<file path="src/rtl/hash_unit_fnv_if.sv">
// Handshake/data bundle between the issue logic and the FNV-1a hash unit.
// The master side issues operands; the slave side (the unit) returns status and the hash.
interface hash_unit_fnv_if #(
  parameter int N = 32
);
  logic         start;
  logic         abort;
  logic [N-1:0] data_in;
  logic         use_seed;
  logic [31:0]  seed_in;
  logic         busy;
  logic         stall;
  logic         done;
  logic [31:0]  hash_out;

  modport master (
    output start, abort, data_in, use_seed, seed_in,
    input  busy, stall, done, hash_out
  );

  modport slave (
    input  start, abort, data_in, use_seed, seed_in,
    output busy, stall, done, hash_out
  );
endinterface

</file>
<file path="src/rtl/hash_unit_fnv.sv">
// Multi-cycle FNV-1a hash unit: folds an N-bit operand into a 32-bit hash,
// one byte per clock, least-significant byte first.
module hash_unit_fnv #(
  parameter int          N      = 32,
  parameter logic [31:0] OFFSET = 32'h811C9DC5,
  parameter logic [31:0] PRIME  = 32'h01000193
) (
  input logic            clk,
  input logic            rst_n,
  hash_unit_fnv_if.slave bus
);

  localparam int BYTES = N / 8;
  localparam int CNT_W = $clog2(BYTES) + 1;
  localparam logic [CNT_W-1:0] LAST_CNT = CNT_W'(BYTES - 1);

  typedef enum logic [1:0] {
    IDLE = 2'd0,
    RUN  = 2'd1,
    DONE = 2'd2
  } state_t;

  state_t           state_q, state_d;
  logic [31:0]      acc_q, acc_d;
  logic [N-1:0]     sh_q, sh_d;
  logic [CNT_W-1:0] cnt_q, cnt_d;
  logic [31:0]      hash_q, hash_d;

  logic [31:0] mix;
  logic [31:0] step;
  logic        accept;

  // One FNV-1a round on the current low byte; the product keeps only its low 32 bits.
  assign mix    = acc_q ^ {24'b0, sh_q[7:0]};
  assign step   = mix * PRIME;

  // IDLE and DONE both accept a new operand; Abort blocks acceptance.
  assign accept = (state_q != RUN) && bus.start && !bus.abort;

  always_comb begin
    // NOTE: every combinational output gets a default first so no path leaves it unassigned (no latch).
    state_d = state_q;
    acc_d   = acc_q;
    sh_d    = sh_q;
    cnt_d   = cnt_q;
    hash_d  = hash_q;

    unique case (state_q)
      IDLE, DONE: begin
        state_d = IDLE;
        if (accept) begin
          state_d = RUN;
          sh_d    = bus.data_in;
          acc_d   = bus.use_seed ? bus.seed_in : OFFSET;
          cnt_d   = '0;
        end
      end
      RUN: begin
        if (bus.abort) begin
          state_d = IDLE;
        end else begin
          acc_d = step;
          sh_d  = sh_q >> 8;
          cnt_d = cnt_q + 1'b1;
          if (cnt_q == LAST_CNT) begin
            hash_d  = step;
            state_d = DONE;
          end
        end
      end
      default: state_d = IDLE;
    endcase
  end

  always_ff @(posedge clk or negedge rst_n) begin
    if (!rst_n) begin
      state_q <= IDLE;
      acc_q   <= '0;
      sh_q    <= '0;
      cnt_q   <= '0;
      hash_q  <= '0;
    end else begin
      // NOTE: sequential state uses non-blocking assignments so all registers update together.
      state_q <= state_d;
      acc_q   <= acc_d;
      sh_q    <= sh_d;
      cnt_q   <= cnt_d;
      hash_q  <= hash_d;
    end
  end

  assign bus.busy     = (state_q == RUN);
  assign bus.done     = (state_q == DONE);
  assign bus.stall    = bus.start && (state_q == RUN);
  assign bus.hash_out = hash_q;

endmodule
</file>
<file path="src/flat_wrapper.sv">
// flat-port wrapper written by rule: the top's interface ports become plain ports
module hash_unit_fnv_flat 
#(
  parameter int          N      = 32,
  parameter logic [31:0] OFFSET = 32'h811C9DC5,
  parameter logic [31:0] PRIME  = 32'h01000193
)
  (clk, rst_n, bus_start, bus_abort, bus_data_in, bus_use_seed, bus_seed_in, bus_busy, bus_stall, bus_done, bus_hash_out);
  hash_unit_fnv_if #(.N(N)) bus_i ();
  input logic clk;
  input logic rst_n;
  input wire logic [$bits(bus_i.start)-1:0] bus_start;
  input wire logic [$bits(bus_i.abort)-1:0] bus_abort;
  input wire logic [$bits(bus_i.data_in)-1:0] bus_data_in;
  input wire logic [$bits(bus_i.use_seed)-1:0] bus_use_seed;
  input wire logic [$bits(bus_i.seed_in)-1:0] bus_seed_in;
  output wire logic [$bits(bus_i.busy)-1:0] bus_busy;
  output wire logic [$bits(bus_i.stall)-1:0] bus_stall;
  output wire logic [$bits(bus_i.done)-1:0] bus_done;
  output wire logic [$bits(bus_i.hash_out)-1:0] bus_hash_out;
  assign bus_i.start = bus_start;
  assign bus_i.abort = bus_abort;
  assign bus_i.data_in = bus_data_in;
  assign bus_i.use_seed = bus_use_seed;
  assign bus_i.seed_in = bus_seed_in;
  assign bus_busy = bus_i.busy;
  assign bus_stall = bus_i.stall;
  assign bus_done = bus_i.done;
  assign bus_hash_out = bus_i.hash_out;
  hash_unit_fnv #(.N(N), .OFFSET(OFFSET), .PRIME(PRIME)) u_core (.clk(clk), .rst_n(rst_n), .bus(bus_i));
endmodule
</file>
<file path="config.mk">
export PLATFORM = sky130hd
export DESIGN_NAME = hash_unit_fnv_flat
export DESIGN_NICKNAME = d
export VERILOG_FILES = /design/src/rtl/hash_unit_fnv_if.sv /design/src/rtl/hash_unit_fnv.sv /design/src/flat_wrapper.sv
export SDC_FILE = /design/constraint.sdc
export NUM_CORES = 1
export LEC_CHECK = 0
export ABC_AREA = 1
export CORE_MARGIN = 4
export CORE_UTILIZATION = 60
export DETAILED_ROUTE_END_ITERATION = 10
export PLACE_DENSITY = 0.93
export SKIP_LAST_GASP = 1
export SYNTH_ARGS = -nofsm -noshare
export SYNTH_HDL_FRONTEND = slang
export SYNTH_SLANG_ARGS = --single-unit
</file>
<file path="constraint.sdc">
create_clock -name clk -period 9.4 [get_ports clk]
set_input_delay 1.88 -clock clk [delete_from_list [all_inputs] [get_ports clk]]
set_output_delay 1.88 -clock clk [all_outputs]
set_load 0.05 [all_outputs]
</file>
* Word-level counts from Yosys, hierarchy flattened
Cells that the tools add are included.
** Word-level totals
- Bits of input ports :: 69
- Output and inout port bits :: 35
- Register bits :: 101
- Word-level logic and storage cells :: 39
** Operators by class
- Mux-type cells :: 14
- Bitwise logic cells :: 2
- Multiply operators :: 1
- Add/sub/neg operators :: 1
- Reduce and logical (&&, ||, !) cells :: 9
- Equality and inequality tests :: 7
** Operators with widths (number)
- $mux W32 :: 5
- $pmux W32 S2 :: 2
- $mul A32 B25 Y32 const B :: 1
- $xor A32 B8 Y32 :: 1
- $mux W3 :: 2
- $pmux W3 S2 :: 1
- $reduce_and A3 Y1 :: 2
- $mux W2 :: 2
- $ne A2 B1 Y1 const B :: 2
- $pmux W2 S2 :: 1
- $add A3 B1 Y3 const B :: 1
- $eq A3 B2 Y1 const B :: 1
- $logic_and A1 B1 Y1 :: 3
- $ne A3 B2 Y1 const B :: 1
- $eq A2 B1 Y1 const B :: 1
- $eq A2 B2 Y1 const B :: 1
- $logic_not A2 Y1 :: 1
- $ne A2 B2 Y1 const B :: 1
- $reduce_bool A2 Y1 :: 1
- $reduce_or A2 Y1 :: 1
- $logic_not A1 Y1 :: 1
- $mux W1 :: 1
- $not A1 Y1 :: 1

* Depth between registers and ports, before layout
- Depth after elaboration :: 5
- Mapped depth :: 28

* Worst setup path before layout
No wires, ideal clock.
- Kind :: input port to output port
- Start :: in bus_start
- End :: out bus_stall
- Stages on the path :: 3
- Arrival :: 2.861 ns
- Setup slack :: 4.659 ns
- Cells stage by stage :: clkbuf_1 -> inv_1 -> nor2_1
** On the way
- Cells in the longest elaborated chain, start to end :: 1
** Ends and longest elaborated chain
- from (decl) :: RTL line flat_wrapper.sv:12 : input wire logic [$bits(bus_i.start)-1:0] bus_start;
- $logic_and A1 B1 Y1 :: RTL line hash_unit_fnv.sv:94 : assign bus.stall = bus.start && (state_q == RUN);
- to (decl) :: RTL line flat_wrapper.sv:18 : output wire logic [$bits(bus_i.stall)-1:0] bus_stall;
No other way between the ends.

* Worst setup path after layout
- Start :: reg u_core.acc_q[20]
- End :: reg u_core.acc_q[31]
** On the way
- Cells in the longest elaborated chain, start to end :: 4
** Ends and longest elaborated chain
- from (decl) :: RTL line hash_unit_fnv.sv:24 : logic [31:0] acc_q, acc_d;
- from (signal assigned) :: RTL line hash_unit_fnv.sv:78 : acc_q <= '0;
- from (signal assigned) :: RTL line hash_unit_fnv.sv:85 : acc_q <= acc_d;
- $xor A32 B8 Y32 :: RTL line hash_unit_fnv.sv:34 : assign mix = acc_q ^ {24'b0, sh_q[7:0]};
- $mul A32 B25 Y32 :: RTL line hash_unit_fnv.sv:35 : assign step = mix * PRIME;
- $mux W32 :: RTL line hash_unit_fnv.sv:59 : if (bus.abort) begin
- $pmux W32 S2 :: RTL line hash_unit_fnv.sv:48 : unique case (state_q)
No other way between the ends. The select of a mux whose other input is x is not followed.
A chain may end at the register's enable or synchronous reset.

==> results.rst <==
.. list-table::
   :header-rows: 1

   * - Metric
     - Value
   * - Rel. slew slack
     - 0.239
   * - Clock latency at the later pin of the worst-skew pair
     - 370 ps
   * - Core Region
     - 17,200 µm²
   * - Clock-pin transition on the worst setup and hold timing paths
     - 80 ps
   * - Hold buffer count at CTS
     - 0
   * - RePlAce Congestion
     - 0.975
   * - Number of instances in the placed design
     - 1,610
   * - Result of the run
     - completed
   * - Delay of the slowest cell on the worst path
     - 570 ps
   * - CTS H-tree lvls
     - 3
   * - Global-route usage over all layers
     - 0.298
   * - Number of global-route vias before repair
     - 9,434
   * - Drt drc
     - 0
   * - Synth unique cells
     - 43
   * - Share of Yosys cell area claimed by the top area cell type
     - 0.240
   * - Crit Path Category
     - flop to flop
   * - Setup repair after global routing missed its margin
     - no
   * - Syn Inst Count
     - 1,309
   * - Register area
     - 2530 µm²
   * - Via Count
     - 9,157
   * - Area of combinational cells with multiple inputs
     - 6830 µm²
   * - Total CTS buffers
     - 9
   * - Cell chosen for the clock root
     - clkbuf_16
   * - Number of max-cap violations
     - 0
   * - Total grt overflow
     - 0
   * - Count of cells resized by post-cts repair
     - 0
   * - Critical-path maximum fanout
     - 6
   * - First-iteration detailed-routing DRC count
     - 713
   * - Number of ports placed on the die boundary
     - 104
   * - Row Count
     - 48
   * - Relative area change from synthesis to final layout
     - 14.5%
   * - Number of synthesized register bits
     - 101
   * - Most frequent cell on the critical path
     - inv_1
   * - Initial Utilization
     - 0.611
   * - Clock tree from TritonCTS
     - yes
   * - Library cell with the largest summed area after synthesis
     - dfrtp_1
   * - Global-route wire length before repair
     - 46.6 mm
   * - Clock tree buffer depth
     - 2
   * - Pin count of the biggest net entering global routing
     - 74
   * - Final standard cell count with taps included and fillers excluded
     - 1,626
   * - Minimum clock period
     - 5530 ps
   * - Final Hold Vio Count
     - 0
   * - Inserted Diodes
     - 0
   * - Final std cell area, no fill
     - 12,100 µm²
   * - Final net count
     - 1,724
   * - Critical path startpoint category
     - flop
   * - Arrival time at the worst endpoint
     - 5790 ps
   * - Filler cell count
     - 1,299
   * - Average cell area after synthesis
     - 8.04 µm²
   * - Syn_nets
     - 1,637
   * - Transition at the pin with the smallest max-transition slack
     - 1130 ps
   * - Hpwl dp
     - 23.4 mm
   * - Die Y
     - 140 µm
   * - Die outline width
     - 140 µm
   * - Ratio of cells with drive above 1 in the final layout
     - 0.0257
   * - Final cycle utilization of the critical path
     - 0.588
   * - Final setup violation count
     - 0
   * - Critical path's slowest cell
     - dfrtp_1
   * - Antenna viol nets, final
     - 0
   * - Crit path capture type
     - flop
   * - Die area
     - 19,700 µm²
   * - Cell area after placement
     - 11,700 µm²
   * - Via-per-instance ratio
     - 5.63
   * - Total number of yosys warnings
     - 0
   * - Count of TritonRoute iterations in the first routing pass
     - 6
   * - Post-Route Setup TNS
     - 0 ps
   * - Setup repair bufs after CTS
     - 0
   * - Routed wire length
     - 28.8 mm
   * - Number of port buffers
     - 103
   * - Max-slew violation count
     - 0
   * - Number of antenna violations at the first check in global routing
     - 0
   * - Max Clock Freq
     - 181 MHz
   * - Post-synthesis sequential area ratio
     - 0.240
   * - Kind of path behind the tightest hold check
     - flop to flop
   * - Skew final
     - 14.2 ps
   * - Area contributors post-synth
     - dfrtp_1 24%, ha_1 22%, fa_1 14%, nand2_1 10%, inv_1 9.6%
   * - Post-synthesis cell area
     - 10,500 µm²
   * - Required time worst endpoint
     - 9660 ps
   * - Final routed wire length divided by cell count
     - 17.7 µm
   * - Clock Sink Count
     - 101
## worst max-delay path: cells and delay by family (launching register included)
family	cells	cell delay, ps
AO/OA/AOI/OAI	3	390
adder cells (fa/ha/maj)	8	3170
buffers and inverters	7	500
flip-flops	1	570
AND/OR/NAND/NOR	8	810
## cells in the final DEF, fill, tap and decap left out, drive strengths merged, types with 11 or more instances in the layout
cell type and count:
nand2 283, inv 275, ha 185, clkdlybuf4s50 102, dfrtp 101, nor2 86, o21ai 84, fa 74
nand3 53, a21oi 33, a31oi 24, xor2 15, nand4 12, xnor2 11
## sequential cells by signal, indices dropped and copies added, names as in the netlist
register             flops
u_core.acc_q            32
u_core.bus.hash_out     32
u_core.sh_q             32
u_core.cnt_q             3
u_core.state_q           2
## logic make-up after synthesis
| family | count (synthesis) | synth area share |
|---|---|---|
| adder cells (fa/ha/maj) | 259 | 0.361 |
| AND/OR/NAND/NOR | 442 | 0.169 |
| XOR/XNOR | 26 | 0.0223 |
| AO/OA/AOI/OAI | 176 | 0.0966 |
| flip-flops | 101 | 0.240 |
| buffers and inverters | 305 | 0.111 |
## cell type report
cell class / count / share of cell area
Multi-Input combinational cell: 903 / 0.567
Sequential cell: 101 / 0.210
Inverter: 272 / 0.0847
Timing Repair Buffer: 109 / 0.0890
Clock buffer: 9 / 0.0187
Clock inverter: 7 / 0.00809
Tap cell: 225 / 0.0233
## cell usage after synthesis
cell      instances
or2_1             1
o221ai_1          3
o31ai_1           8
buf_1             1
nor4_1            1
clkbuf_8          1
nand2_1         282
dfrtp_1         101
inv_2             2
clkbuf_1         23
xor2_1           14
a22o_1            3
buf_6             1
inv_1           269
o21bai_1          2
a21o_1            1
a21boi_0          1
a31o_1            1
clkinv_1          1
buf_2             7
o211ai_1          8
xnor2_1          11
o21ai_0          81
nor2_2            3
a22oi_1           2
a31o_2            1
o311ai_0          2
nor2_1           83
nand2_2           1
o21ai_2           1
nand4_1          12
nand3_1          52
nand3_2           1
nor3_1            6
a31oi_1          24
o21a_1            2
a21oi_1          32
o22ai_1           1
fa_1             74
xor2_2            1
ha_1            185
a21oi_2           1
o21ai_1           2
## path summary, 6_finish.rpt
check | startpoint | to | slack [ps] | cells after the start
max | u_core.acc_q[20] | u_core.acc_q[31] | 3870 | 26
min | u_core.bus.hash_out[0] | u_core.bus.hash_out[0] | 490 | 2
max reg2reg | u_core.acc_q[20] | u_core.acc_q[31] | 3870 | 26
min reg2reg | u_core.bus.hash_out[0] | u_core.bus.hash_out[0] | 490 | 2
max in group asynchronous | rst_n | u_core.acc_q[18] | 6720 | 2
min in group asynchronous | rst_n | u_core.sh_q[17] | 1530 | 1
## stage by stage
step | util | hold WS [ps] | setup WS [ps]
after floorplan | - | 453 | 4660
after global placement | 0.681 | 464 | 3990
after detailed placement | 0.681 | 470 | 3990
after CTS | 0.700 | 493 | 3980
after global routing | 0.700 | 516 | 3630
final | 0.700 | 490 | 3870
## per-layer routing
layer	track usage	wire, µm
met1	0.372	11500
met3	0.0461	1720
met4	0.134	1410
met2	0.512	14100
met5	0	0
Power is left out: the tool's default activity adds up to more than one toggle a clock period on the data nets, which glitch-free logic cannot reach.
